`config.mk`:
```
export PLATFORM = sky130hd
export DESIGN_NAME = led_stripe_receiver
export DESIGN_NICKNAME = d
export VERILOG_FILES = /design/src/rtl/led_stripe_pkg.sv /design/src/rtl/led_stripe_rx_sync.sv /design/src/rtl/led_stripe_receiver.sv
export SDC_FILE = /design/constraint.sdc
export NUM_CORES = 1
export LEC_CHECK = 0
export BUFFER_PORTS_ARGS = -buffer_cell sky130_fd_sc_hd__buf_2
export CAP_MARGIN = 20
export CORE_MARGIN = 5
export CORE_UTILIZATION = 60
export DETAILED_ROUTE_END_ITERATION = 16
export PLACE_DENSITY = 0.9
export SLEW_MARGIN = 20
export SYNTH_ARGS = -nofsm -noshare
export SYNTH_HDL_FRONTEND = slang
export SYNTH_SLANG_ARGS = --single-unit
```
`constraint.sdc`:
```
create_clock -name clk -period 3.8 [get_ports clk]
set_input_delay 0.19 -clock clk [delete_from_list [all_inputs] [get_ports clk]]
set_output_delay 0.19 -clock clk [all_outputs]
set_load 0.005 [all_outputs]
```
`src/rtl/led_stripe_pkg.sv`:
```
`default_nettype none
// ---------------------------------------------------------------------------
// led_stripe_pkg : shared types and timing defaults for the LED-stripe link
// Rev 1.0
// ---------------------------------------------------------------------------
package led_stripe_pkg;

  typedef enum logic [1:0] {
    SYNC      = 2'd0,
    WAIT_HIGH = 2'd1,
    MEAS_HIGH = 2'd2
  } rx_state_t;

  localparam int CNT_W   = 16;
  localparam int PIXEL_W = 24;

  localparam int T_MIN_DEFAULT      = 8;
  localparam int T_THRESH_DEFAULT   = 30;
  localparam int T_MAX_HIGH_DEFAULT = 100;
  localparam int T_RESET_DEFAULT    = 2500;

  function automatic logic [CNT_W-1:0] sat_inc(input logic [CNT_W-1:0] v);
    return (v == {CNT_W{1'b1}}) ? v : v + 1'b1;
  endfunction

endpackage
`default_nettype wire

```
`src/rtl/led_stripe_rx_sync.sv`:
```
`default_nettype none
// ---------------------------------------------------------------------------
// led_stripe_rx_sync : 2-flop synchronizer with rise/fall pulses
// Rev 1.0
// ---------------------------------------------------------------------------
module led_stripe_rx_sync (
  input  logic clk,
  input  logic rstn,
  input  logic din,
  output logic level,
  output logic rise,
  output logic fall
);

  logic meta, sync, prev;

  always_ff @(posedge clk) begin
    if (!rstn) begin
      meta <= 1'b0;
      sync <= 1'b0;
      prev <= 1'b0;
    end else begin
      meta <= din;
      sync <= meta;
      prev <= sync;
    end
  end

  assign level = sync;
  assign rise  = sync & ~prev;
  assign fall  = ~sync & prev;

endmodule
`default_nettype wire

```
`src/rtl/led_stripe_receiver.sv`:
```
`default_nettype none
// ---------------------------------------------------------------------------
// led_stripe_receiver : NRZ single-wire LED-stripe decoder, 24-bit pixels.
// LED_STRIPE_RX_ERR_EN enables pulse-width checking and bit_error.
// Rev 1.0
// ---------------------------------------------------------------------------
module led_stripe_receiver
  import led_stripe_pkg::*;
#(
  parameter int T_MIN_CYCLES      = T_MIN_DEFAULT,
  parameter int T_THRESH_CYCLES   = T_THRESH_DEFAULT,
  parameter int T_MAX_HIGH_CYCLES = T_MAX_HIGH_DEFAULT,
  parameter int T_RESET_CYCLES    = T_RESET_DEFAULT
) (
  input  logic               clk,
  input  logic               rstn,
  input  logic               led_stripe_pin,
  output logic [PIXEL_W-1:0] pixel_data,
  output logic               pixel_valid,
  output logic [7:0]         pixel_count,
  output logic               frame_end,
  output logic               bit_error
);

`ifdef LED_STRIPE_RX_ERR_EN
  localparam bit ERR_EN = 1'b1;
`else
  localparam bit ERR_EN = 1'b0;
`endif

  localparam logic [CNT_W-1:0] MIN_W    = CNT_W'(T_MIN_CYCLES);
  localparam logic [CNT_W-1:0] THRESH_W = CNT_W'(T_THRESH_CYCLES);
  localparam logic [CNT_W-1:0] MAX_W    = CNT_W'(T_MAX_HIGH_CYCLES);
  localparam logic [CNT_W-1:0] RESET_W  = CNT_W'(T_RESET_CYCLES);
  localparam logic [4:0]       LAST_BIT = 5'(PIXEL_W - 1);

  logic sync_level, sync_rise, sync_fall;

  led_stripe_rx_sync u_sync (
    .clk   (clk),
    .rstn  (rstn),
    .din   (led_stripe_pin),
    .level (sync_level),
    .rise  (sync_rise),
    .fall  (sync_fall)
  );

  rx_state_t          state;
  logic [CNT_W-1:0]   width_cnt;
  logic [4:0]         bit_cnt;
  logic [PIXEL_W-2:0] shift_reg;
  logic               bits_seen;
  logic               bit_val, too_short, too_long;

  assign bit_val   = (width_cnt >= THRESH_W);
  assign too_short = ERR_EN && sync_fall && (width_cnt < MIN_W);
  // Still high with the count already at the limit: the pulse is overlong.
  assign too_long  = ERR_EN && !sync_fall && (width_cnt >= MAX_W);

  always_ff @(posedge clk) begin
    if (!rstn) begin
      state       <= SYNC;
      width_cnt   <= '0;
      bit_cnt     <= '0;
      shift_reg   <= '0;
      bits_seen   <= 1'b0;
      pixel_data  <= '0;
      pixel_valid <= 1'b0;
      pixel_count <= '0;
      frame_end   <= 1'b0;
      bit_error   <= 1'b0;
    end else begin
      pixel_valid <= 1'b0;
      frame_end   <= 1'b0;
      bit_error   <= 1'b0;
      case (state)
        SYNC: begin
          if (sync_level) begin
            width_cnt <= '0;
          end else if (sat_inc(width_cnt) == RESET_W) begin
            state     <= WAIT_HIGH;
            width_cnt <= RESET_W;
          end else begin
            width_cnt <= sat_inc(width_cnt);
          end
        end
        WAIT_HIGH: begin
          if (sync_rise) begin
            state     <= MEAS_HIGH;
            width_cnt <= CNT_W'(1);
          end else if (width_cnt != RESET_W) begin
            width_cnt <= width_cnt + 1'b1;
            // Count parks at RESET_W, so a long idle line flags the gap once.
            if (width_cnt + 1'b1 == RESET_W) begin
              frame_end   <= bits_seen;
              bits_seen   <= 1'b0;
              bit_cnt     <= '0;
              shift_reg   <= '0;
              pixel_count <= '0;
            end
          end
        end
        MEAS_HIGH: begin
          if (too_short || too_long) begin
            bit_error   <= 1'b1;
            state       <= SYNC;
            width_cnt   <= '0;
            bit_cnt     <= '0;
            shift_reg   <= '0;
            bits_seen   <= 1'b0;
            pixel_count <= '0;
          end else if (sync_fall) begin
            state     <= WAIT_HIGH;
            width_cnt <= CNT_W'(1);
            bits_seen <= 1'b1;
            if (bit_cnt == LAST_BIT) begin
              pixel_data  <= {shift_reg, bit_val};
              pixel_valid <= 1'b1;
              bit_cnt     <= '0;
              shift_reg   <= '0;
              if (pixel_count != 8'hFF) pixel_count <= pixel_count + 8'd1;
            end else begin
              shift_reg <= {shift_reg[PIXEL_W-3:0], bit_val};
              bit_cnt   <= bit_cnt + 5'd1;
            end
          end else begin
            width_cnt <= sat_inc(width_cnt);
          end
        end
        default: state <= SYNC;
      endcase
    end
  end

endmodule
`default_nettype wire

```
==> out/qor.csv <==
metric,value,unit
period_share,94.7,%
io_pins,38,
h-tree-depth,3,
worst_pin_slew,1.03,ns
max_freq,278,MHz
cp.depth,8,
crit_slowest_cell,o41a_1,
vias_per_cell,6.09,
cp.required,4.08,ns
wl_met1,4550,um
clkLatencyLatePin,0.36,ns
fin_tns_setup,0,ns
worstSetupPathType,reg2reg,
timing.critical_path.to_type,flip-flop,
synth_top_cells_by_area,"dfxtp_1, nand2_1, mux2i_1",
die_area,9190,um^2
cp.arrival,3.87,ns
syn-num-nets,556,
ys_top_cells_by_count,"nand2_1, dfxtp_1, mux2i_1",
yosysTopAreaCell,dfxtp_1,
grt_use_total,23.5,%
slew_headroom,31.1,%
endpoint,pixel_count[4],
ff2ff_path_depth,8,
rsz0062_at_grt,no,
overflow,0,
critPathBufInv,0,
hold_viol,0,
ir_drop,0.266,mV
max_cap_violations,0,
netlist_instances,542,
cts.sinks,84,
slew_violations,0,
async_reset_ff_share,0,%
ff_latch_area,1680,um^2
powerDensity,355,nW/um^2
core_area,7210,um^2
dr_wl_met2,4850,um
cts_setup_buffers,0,
synthMostInstantiatedCell,nand2_1,
antenna_cells,0,
top_layer_used,met4,
tritoncts,done,
final_nets,572,
path_max_fanout,17,
slowest_delay,0.69,ns
gp_congestion,0.943,
setup_violations,0,
hp-class,in2reg,
leakage,0.00189,uW
route.vias.total,4033,
ant_nets,0,
r2r-end,pixel_count[4],
grt_max_degree,81,
synth_warnings,0,
period_needed,3.60,ns
largest_reg_flops,24,
start_util,61.3,%
die_h,95.9,um
synth_top_flop_cell,dfxtp_1,
drive_gt1_share,13.5,%
cts_inserted_buffers,9,
skew,0.00945,ns
power.total,1710,uW
worstSetupStartpoint,width_cnt[0],
r2r_setup_slack,0.20,ns
fp.dieW,95.9,um
crit_path_start_kind,flip-flop,
drt_iter0_markers,416,
routedWlPerCell,15.6,um
yosys_register_bits,84,
syn_avg_cell_area,8.16,um^2
port_buffers,36,
synth-edff-count,0,
utilization,66.6,%
multiInputGateArea,2530,um^2
syn-cell-area,4420,um^2
clk_path_buf_depth,2,
wl_met3,671,um
status,completed,
drcViolationCount,0,
root_buffer,clkbuf_8,
antenna_found_initial,0,
fill_cells,591,
drt_first_pass_iters,5,
totalWireLength,10300,um
grt_pass1_wl,17300,um
synth-seq-area-share,38.0,%
worstPathCellList,"ha_1, nand4_1, nor3_2, mux2i_1, o21ai_1, o41a_1, or4_1, a21oi_1",
cts.reportedPaths.clkPinSlew,0.08,ns
synth_top_area_share,38.0,%
ys_types,66,
dp_hpwl,6960,um
first_global_vias,3711,
rows,31,
area_growth,8.71,%
crit_family,simple AND/OR/NAND/NOR gates,
crit-reg2reg-launch,width_cnt[0],
through the flow:
stage | instance area (um^2) | std cells | worst slack, ns | hold WS [ns]
after global routing | 4810 | 662 | 0.0178 | 0.0328
after CTS | 4800 | 662 | 0.183 | 0.0382
final | 4810 | 662 | 0.202 | 0.0394
after floorplan | 4420 | 542 | 0.906 | 0.317
after global placement | 4600 | 646 | 0.467 | 0.405
after detailed placement | 4600 | 646 | 0.213 | 0.405
cell usage in the layout (no fill, tap or decap), types with 8 or more instances in the layout:
| cell | netlist | final |
|---|---|---|
| and2_1 | 8 | 8 |
| clkbuf_8 | 0 | 10 |
| and3_1 | 8 | 8 |
| o21ai_0 | 14 | 14 |
| nand3_1 | 17 | 16 |
| inv_1 | 10 | 10 |
| nand2_1 | 124 | 124 |
| a21boi_0 | 25 | 25 |
| mux2i_1 | 26 | 26 |
| a31oi_1 | 11 | 11 |
| a21oi_1 | 22 | 22 |
| dfxtp_1 | 84 | 84 |
| buf_2 | 6 | 36 |
| nor2_1 | 25 | 25 |
| nor3_1 | 12 | 11 |
| ha_1 | 11 | 11 |
layout make-up:
| cell class | count | share of cell area [%] |
|---|---|---|
| clock buffers | 10 | 2.86 |
| multi-input cells | 410 | 52.5 |
| clock inverters | 6 | 1.43 |
| inverters | 10 | 0.781 |
| flip-flops and latches | 84 | 35.0 |
| well taps | 99 | 2.58 |
| repair buffers | 43 | 4.84 |
where the power goes:
part	switching (uW)	total, uW	internal (uW)
clock	345	672	326
sequential	13.5	900	886
combinational	86.8	135	47.7
worst register-to-register path, cell delays in order, from the launching register on:
cell     delay, ns
dfxtp_1       0.56
ha_1          0.43
nand4_1       0.28
nor3_2        0.35
mux2i_1       0.30
o21ai_1       0.19
o41a_1        0.69
or4_1         0.55
a21oi_1       0.18
cell families (layout without fill, tap and decap cells):
group,Yosys count,in the layout,share of synthesized area (%)
other,1,1,0.0848
AOI/OAI and AO/OA,120,120,19.3
buffers and inverters,48,69,5.09
DFF,84,84,38.0
adders and majority gates,11,11,3.11
muxes,27,27,6.14
and+or+nand+nor,244,244,26.8
xor gates and xnor gates,7,7,1.39
worst min path at each step:
| stage | from | slack, ns | cells past startpoint | end |
|---|---|---|---|---|
| 5_1_grt | led_stripe_pin | 0.03 | 2 | u_sync.meta |
| 3_5_place_dp | led_stripe_pin | 0.41 | 2 | u_sync.meta |
| 3_3_place_gp | led_stripe_pin | 0.40 | 2 | u_sync.meta |
| 4_1_cts | led_stripe_pin | 0.04 | 2 | u_sync.meta |
| 2_1_floorplan | led_stripe_pin | 0.32 | 1 | u_sync.meta |
| 6_report | led_stripe_pin | 0.04 | 2 | u_sync.meta |
routing by layer:
layer  track usage (%)  vias to the layer above
met5                 0                        -
met4              9.48                        0
met3              4.77                       29
met2              38.6                      179
met1              30.1                     1870
li1                  -                     1955
what timing repair did:
item / in CTS / in global routing
hold buffers: 0 / 0
endpoints found under the setup margin: 0 / 29
resized for setup: 0 / 1
(Power assumes the default switching activity.)
